===== src/rtl/iecdrv_track_seq.sv =====
// Head/rotation sequencer: one port-B read or write per bit cell, byte assembly, SYNC detect.
// Optional macro IECDRV_TRACK_DIRTY_EN adds a write-back dirty flag (dirty_clr / dirty).
module iecdrv_track_seq #(
    parameter int ADDRWIDTH   = 13,
    parameter int BIT_PERIOD0 = 64,
    parameter int BIT_STEP    = 4,
    parameter int READ_LAT    = 2
) (
    input  logic                 clk,
    input  logic                 reset_n,
    input  logic                 motor_on,
    input  logic                 mode,
    input  logic [1:0]           speed_zone,
    input  logic [ADDRWIDTH+2:0] track_len,
    input  logic [7:0]           wr_byte,
    output logic [ADDRWIDTH+2:0] mem_addr,
    output logic                 mem_wdata,
    output logic                 mem_wren,
    input  logic                 mem_q,
    output logic [7:0]           rd_byte,
    output logic                 byte_rdy,
    output logic                 sync_n,
    output logic [ADDRWIDTH+2:0] bit_pos
`ifdef IECDRV_TRACK_DIRTY_EN
    ,
    input  logic                 dirty_clr,
    output logic                 dirty
`endif
);
    localparam int PW = ADDRWIDTH + 3;
    localparam int CW = $clog2(BIT_PERIOD0 + 1);
    localparam logic [PW-1:0] PONE = PW'(1);
    localparam logic [CW-1:0] CONE = CW'(1);
    localparam logic [CW-1:0] RLAT = CW'(READ_LAT);
    localparam logic [3:0]    SYNC_ONES = 4'd10;

    typedef enum logic {IDLE = 1'b0, CELL = 1'b1} state_t;

    state_t        state_q;
    logic [CW-1:0] cnt_q, period_q, period_d;
    logic [PW-1:0] bit_pos_q, mem_addr_q, pos_inc_d;
    logic          mem_wdata_q, mem_wren_q, byte_rdy_q, sync_n_q, mode_q;
    logic [7:0]    rd_byte_q, rshift_q, wshift_q, wsrc_d, rbyte_d;
    logic [3:0]    ones_q, ones_d;
    logic [2:0]    bcnt_q, bcnt_w_d;
    logic          run_ok_d;

    assign run_ok_d  = motor_on && (track_len != '0);
    assign period_d  = CW'(BIT_PERIOD0) - CW'(speed_zone) * CW'(BIT_STEP);
    assign pos_inc_d = bit_pos_q + PONE;
    assign ones_d    = mem_q ? ((ones_q == SYNC_ONES) ? SYNC_ONES : ones_q + 4'd1) : 4'd0;
    assign rbyte_d   = {rshift_q[6:0], mem_q};
    // A read->write switch starts a fresh byte straight from wr_byte.
    assign wsrc_d    = mode_q ? wr_byte : wshift_q;
    assign bcnt_w_d  = mode_q ? 3'd0 : bcnt_q;

    // byte_rdy is a single-cycle strobe with no back-pressure: rd_byte is valid in the
    // strobe cycle (read), or wr_byte has just been taken and the next one may be set up (write).
    always_ff @(posedge clk) begin
        if (!reset_n) begin
            state_q     <= IDLE;
            cnt_q       <= '0;
            period_q    <= CW'(BIT_PERIOD0);
            bit_pos_q   <= '0;
            mem_addr_q  <= '0;
            mem_wdata_q <= 1'b0;
            mem_wren_q  <= 1'b0;
            rd_byte_q   <= '0;
            byte_rdy_q  <= 1'b0;
            sync_n_q    <= 1'b1;
            ones_q      <= '0;
            bcnt_q      <= '0;
            rshift_q    <= '0;
            wshift_q    <= '0;
            mode_q      <= 1'b1;
        end else begin
            mem_wren_q <= 1'b0;
            byte_rdy_q <= 1'b0;
            case (state_q)
                IDLE: begin
                    if (run_ok_d) begin
                        state_q <= CELL;
                        cnt_q   <= '0;
                    end
                end
                CELL: begin
                    if (cnt_q == '0) begin
                        if (!run_ok_d) begin
                            state_q <= IDLE;
                        end else begin
                            period_q   <= period_d;
                            mode_q     <= mode;
                            cnt_q      <= CONE;
                            mem_addr_q <= bit_pos_q;
                            if (mode) begin
                                if (!mode_q) begin
                                    ones_q <= '0;
                                    bcnt_q <= '0;
                                end
                            end else begin
                                mem_wren_q  <= 1'b1;
                                mem_wdata_q <= wsrc_d[7];
                                sync_n_q    <= 1'b1;
                                bcnt_q      <= bcnt_w_d + 3'd1;
                                if (bcnt_w_d == 3'd7) begin
                                    wshift_q   <= wr_byte;
                                    byte_rdy_q <= 1'b1;
                                end else begin
                                    wshift_q <= {wsrc_d[6:0], 1'b0};
                                end
                            end
                        end
                    end else begin
                        if (cnt_q == RLAT && mode_q) begin
                            rshift_q <= rbyte_d;
                            ones_q   <= ones_d;
                            // Sync takes priority over a byte completing in the same cell.
                            if (ones_d == SYNC_ONES) begin
                                sync_n_q <= 1'b0;
                                bcnt_q   <= '0;
                            end else begin
                                sync_n_q <= 1'b1;
                                bcnt_q   <= bcnt_q + 3'd1;
                                if (bcnt_q == 3'd7) begin
                                    rd_byte_q  <= rbyte_d;
                                    byte_rdy_q <= 1'b1;
                                end
                            end
                        end
                        if (cnt_q == period_q - CONE) begin
                            cnt_q <= '0;
                            if (motor_on) begin
                                bit_pos_q <= (pos_inc_d >= track_len) ? '0 : pos_inc_d;
                            end
                        end else begin
                            cnt_q <= cnt_q + CONE;
                        end
                    end
                end
                default: state_q <= IDLE;
            endcase
        end
    end

    assign mem_addr  = mem_addr_q;
    assign mem_wdata = mem_wdata_q;
    assign mem_wren  = mem_wren_q;
    assign rd_byte   = rd_byte_q;
    assign byte_rdy  = byte_rdy_q;
    assign sync_n    = sync_n_q;
    assign bit_pos   = bit_pos_q;

`ifdef IECDRV_TRACK_DIRTY_EN
    logic dirty_q;

    always_ff @(posedge clk) begin
        if (!reset_n) begin
            dirty_q <= 1'b0;
        end else if (mem_wren_q) begin
            dirty_q <= 1'b1;
        end else if (dirty_clr) begin
            dirty_q <= 1'b0;
        end
    end

    assign dirty = dirty_q;
`endif
endmodule


===== config.mk =====
export PLATFORM = sky130hd
export DESIGN_NAME = iecdrv_track_seq
export DESIGN_NICKNAME = d
export VERILOG_FILES = /design/src/rtl/iecdrv_track_seq.sv
export SDC_FILE = /design/constraint.sdc
export NUM_CORES = 1
export LEC_CHECK = 0
export BUFFER_PORTS_ARGS = -buffer_cell sky130_fd_sc_hd__buf_4
export CORE_ASPECT_RATIO = 0.5
export CORE_MARGIN = 2
export CORE_UTILIZATION = 40
export DETAILED_ROUTE_END_ITERATION = 6
export HOLD_SLACK_MARGIN = 0.15
export PLACE_DENSITY_LB_ADDON = 0.3
export RECOVER_POWER = 100
export SYNTH_ARGS = -nofsm -noshare
export SYNTH_HDL_FRONTEND = slang
export SYNTH_SLANG_ARGS = --single-unit

===== constraint.sdc =====
create_clock -name clk -period 4.01 [get_ports clk]
set_input_delay 0.401 -clock clk [delete_from_list [all_inputs] [get_ports clk]]
set_output_delay 0.401 -clock clk [all_outputs]
set_load 0.02 [all_outputs]

# [Word-level counts from Yosys, hierarchy flattened]
# Index checks and enable logic that the tools add are counted.
[op_classes] reduce_logical=16 n_lt_le_gt_ge=1 n_eq_ne=13 mux=38 addsub=7 bitwise_logic=4
[op_table] cell="$mux W4" n=7
[op_table] cell="$mux W7" n=4
[op_table] cell="$mux W3" n=7
[op_table] cell="$reduce_and A4 Y1" n=5
[op_table] cell="$add A16 B1 Y16 const B" n=1
[op_table] cell="$ge A16 B16 Y1" n=1
[op_table] cell="$mux W16" n=1
[op_table] cell="$mux W8" n=2
[op_table] cell="$reduce_bool A16 Y1" n=1
[op_table] cell="$mux W1" n=15
[op_table] cell="$pmux W7 S2" n=1
[op_table] cell="$ne A2 B2 Y1 const B" n=5
[op_table] cell="$reduce_and A5 Y1" n=2
[op_table] cell="$eq A4 B4 Y1 const B" n=2
[op_table] cell="$add A7 B1 Y7 const B" n=1
[op_table] cell="$eq A7 B2 Y1 const B" n=1
[op_table] cell="$eq A7 B7 Y1" n=1
[op_table] cell="$logic_not A7 Y1" n=1
[op_table] cell="$sub A7 B1 Y7 const B" n=1
[op_table] cell="$sub A7 B4 Y7 const A" n=1
[op_table] cell="$add A3 B1 Y3 const B" n=2
[op_table] cell="$eq A3 B3 Y1 const B" n=2
[op_table] cell="$ne A3 B3 Y1 const B" n=2
[op_table] cell="$reduce_and A3 Y1" n=2
[op_table] cell="6 further kinds" n=11
[totals] wordCells=94 out_inout_bits=44 inputBits=31 regBits=82

# [Longest topological paths before layout]
[logic_depth] depth_word=7 ltp_mapped=14 ltp_nobuf=12

# [Least setup slack after synthesis]
# OpenSTA, ideal clock, no wires.
[synth_path] path_kind="reg2reg" from="register bit_pos_q[0] (netlist: bit_pos[0])" to="register bit_pos_q[12] (netlist: bit_pos[12])" path_slack_ps=795 stages_incl_launch_ff=15 arrival_time_ps=3114 setup_ps=101 required_time_ps=3909 n_path_buf=2 synth_period_minus_slack_ps=3215 cell_sequence="dfxtp_1 > ha_1 > nand3_1 > or3_1 > clkbuf_1 > nor3_1 > xor2_1 > ha_1 > nand2_1 > o21a_1 > o211ai_1 > a211oi_2 > buf_2 > nand2_1 > o41ai_1"
[synth_via] elab_chain_cells=3
[synth_rtl] element="from (decl)" line_no="41" rtl="logic [PW-1:0] bit_pos_q, mem_addr_q, pos_inc_d;"
[synth_rtl] element="from (signal assigned)" line_no="133" rtl="bit_pos_q <= (pos_inc_d >= track_len) ? '0 : pos_inc_d;"
[synth_rtl] element="$add A16 B1 Y16 (*)" line_no="50" rtl="assign pos_inc_d = bit_pos_q + PONE;"
[synth_rtl] element="$ge A16 B16 Y1" line_no="133"
[synth_rtl] element="$mux W16 (*)" line_no="133"
# Every way passes the cells marked *; elsewhere a longest branch is shown, timed or not.
# A chain may end at the register's enable or synchronous reset.

# [Worst setup path in the final report]
[layout_path] from="register bit_pos_q[0] (netlist: bit_pos[0])" to="register bit_pos_q[5] (netlist: bit_pos[5])"
# The elaborated chain is that of the path after synthesis.

==> flow_metrics.tcl <==
set metrics [dict create \
    syn_inst 532 \
    grt_use_met3_pct 5.29 \
    syn_avg_cell_area_um2 8.12 \
    p_int_w 0.00133 \
    io_pins 75 \
    grt_util_met2_pct 28.3 \
    busiest_layer "met2" \
    cts_hold_buf 0 \
    finalSetupViolCount 0 \
    final_area_mm2 0.00505 \
    vias_per_cell 5.20 \
    syn-num-nets 592 \
    min_to "period_q[2]$_SDFFE_PN0P_" \
    hold_viol_final 0 \
    routed_wl_mm 10.1 \
    synth_area_leaders "dfxtp_1 (37%), ha_1 (8.4%), nand2_1 (8.3%)" \
    rsz0062_at_grt "false" \
    slew_headroom_pct 7.68 \
    dp_hpwl_mm 7.28 \
    ys_seq_elements 79 \
    p_clk_share_pct 46.2 \
    cts_buffer_depth 2 \
    cts_tree "built" \
    finalWorstSetupSlack_ns 0.521 \
    yosysTopAreaCell "dfxtp_1" \
    final_nets 655 \
    critPathRequiredTime_ns 4.29 \
    ir_worst_vdd_v 0.000182 \
    grt_pass1_vias 3563 \
    grt_max_degree 55 \
    start_util_pct 41.8 \
    first_iter_violations 168 \
    synth_edf_count 0 \
    dpl_worst_slack_ns 0.578 \
    power.static_leakage_nw 2.10 \
    ys_types 56 \
    rr_worst_depth 12 \
    slew_viol_final 0 \
    htree_levels 3 \
    post_cts_buffers 0 \
    total_power_w 0.00171 \
    area_growth_syn_to_layout_pct 17.0 \
    crit_path_start_kind "flip-flop" \
    coreArea_mm2 0.0103 \
    drtAntennaViolNets 0 \
    final.setup_skew_ns 0.00493 \
    period_minus_slack_ns 3.49 \
    min_from "speed_zone[0]" \
    min_path_cells 3 \
    fin_tns_setup_ns 0 \
    ctsResizeCount 0 \
    status "completed" \
    grt_use_met1_pct 24.9 \
    cap_viol_max_count 0 \
    arrival_ns 3.77 \
    vias 3846 \
    crit_path_end_kind "flip-flop" \
    overflow 0 \
    final_cell_mix "nand2_1 (96), dfxtp_1 (79), a21oi_1 (46), clkbuf_1 (46), nor2_1 (37)" \
    async_flop_share_pct 0 \
    clk_latency_ns 0.33 \
    drt_first_pass_iters 4 \
    drive_gt1_share_pct 9.50 \
    cts_inserted_buffers 9 \
    path_max_fanout 10 \
    pwr_density_cell_mw_per_mm2 338 \
    placedInstanceArea_mm2 0.00497 \
    yosys_warnings 0 \
    r2r_end "bit_pos[5]$_SDFFE_PN0P_" \
    die_h_um 77.5 \
    clockRootBuffer "clkbuf_16" \
    yosysTopAreaCellShare_pct 36.6 \
    diodes 0 \
    swShare_pct 22.4 \
    ys.flop_type "dfxtp_1" \
    drc 0 \
    placement.io_buffers 74 \
    dieArea_mm2 0.0117 \
    pwr-share-seq_pct 46.7 \
    tightest_slew_ns 1.37 \
    rr_startpoint "bit_pos[0]$_SDFFE_PN0P_" \
    wl_per_cell_um 13.7 \
    die-width_um 151 \
    grt_pass1_wl_mm 17.1 \
    antenna_found_initial 0 \
    p_switching_w 0.000382 \
    cts.reportedPaths.clkPinSlew_ns 0.06 \
    finalCritPeriodShare_pct 87.0 \
    layout_commonest_cell "nand2_1" \
    reg2reg_slack_ns 0.52 \
    pwr-share-comb_pct 7.0 \
    grt_util_all_layers_pct 18.1 \
    gp_congestion 0.904 \
    path_class "reg2reg" \
    cts_sinks 79 \
    max_clock_freq_mhz 287 \
    hold_class "in2reg" \
    fp-row-count 26 \
    fin_hold_ws_ns 0.325 \
    yosysSeqAreaShare_pct 36.6 \
    synth_area_mm2 0.00432 \
]
## layout make-up
cell class                      count  area [um2]
Inverter                           32         120
Multi-Input combinational cell    394        2460
Clock buffer                       14         284
Sequential cell                    79        1580
Timing Repair Buffer               79         424
Fill cell                        1029        5290
Clock inverter                      2        12.5
Tap cell                          140         175
## synth_stat cells, types with 2 or more instances
cell / n
o311ai_0: 3
and3_1: 7
buf_2: 10
and2_1: 3
nand4_1: 5
nor4b_1: 2
dfxtp_1: 79
nor3_1: 8
inv_1: 31
nor4_1: 2
a221oi_1: 3
o31ai_1: 3
or4_1: 5
nor2b_1: 9
o211ai_1: 3
a31oi_1: 4
o41a_1: 2
o21a_1: 3
nand3_1: 21
a22o_1: 9
mux2i_1: 17
ha_1: 29
nand3_2: 2
nand2_1: 96
nand2b_1: 2
xor2_1: 11
nor3_2: 2
o21ai_0: 21
clkbuf_1: 16
xnor2_1: 11
o2bb2ai_1: 2
a21oi_1: 46
a22oi_1: 3
a21o_1: 4
nor2_1: 37
## layer usage
| layer | share of wire, % | vias to the layer above |
|---|---|---|
| met1 | 51 | 1791 |
| met3 | 4.2 | 8 |
| met2 | 44 | 73 |
| met4 | 0.91 | 0 |
| met5 | 0 | - |
| li1 | - | 1974 |
## registers in the layout, summed over array words and instances, names as in the netlist, 3 cells and up
signal,cells
mem_addr,16
ones_q,4
bit_pos,16
cnt_q,7
bcnt_q,3
wshift_q,8
rshift_q,7
rd_byte,8
period_q,4
## kinds of logic after synthesis
family / share of synthesized area, %
xor+xnor: 4.46
buf+inv: 5.59
simple gates: 23.3
flops: 36.6
compound gates: 17.7
fa+ha+maj: 8.40
mux: 3.94
## per-stage QoR
stage | instances | util, %
after floorplan | 532 | -
after global placement | 724 | 48.1
after detailed placement | 724 | 48.1
after CTS | 740 | 50.9
after global routing | 740 | 48.9
final | 740 | 48.9
## how the worst max path moves through the flow
stage | from | to | slack, ns | depth (start not counted)
finish | bit_pos[0]$_SDFFE_PN0P_ | bit_pos[5]$_SDFFE_PN0P_ | 0.52 | 12
global route | bit_pos[0]$_SDFFE_PN0P_ | bit_pos[5]$_SDFFE_PN0P_ | 0.20 | 12
CTS | bit_pos[0]$_SDFFE_PN0P_ | bit_pos[5]$_SDFFE_PN0P_ | 0.56 | 12
detailed placement | bit_pos[0]$_SDFFE_PN0P_ | bit_pos[3]$_SDFFE_PN0P_ | 0.58 | 12
global placement | bit_pos[0]$_SDFFE_PN0P_ | bit_pos[8]$_SDFFE_PN0P_ | 0.74 | 12
floorplan | bit_pos[0]$_SDFFE_PN0P_ | bit_pos[12]$_SDFFE_PN0P_ | 0.79 | 14
## power groups by stage
stage / combinational, W / clock (W) / sequential, W
after floorplan: 0.0000764 / 0 / 0.000813
after global placement: 0.000122 / 0 / 0.000817
after detailed placement: 0.000122 / 0 / 0.000817
after CTS: 0.000124 / 0.000814 / 0.000800
after global routing: 0.000135 / 0.000850 / 0.000801
final: 0.000120 / 0.000791 / 0.000800
## worst max-delay path, cell delays in order, from the launching register on
cell,delay [ns]
dfxtp_1,0.44
and3_1,0.18
nand3_1,0.24
nor4_1,0.57
nor2b_1,0.12
or2_2,0.31
ha_1,0.30
a21oi_1,0.13
o21a_1,0.15
o211ai_1,0.10
a211oi_1,0.23
and2_1,0.44
a22o_1,0.21
Power figures use the tool's default switching activity.
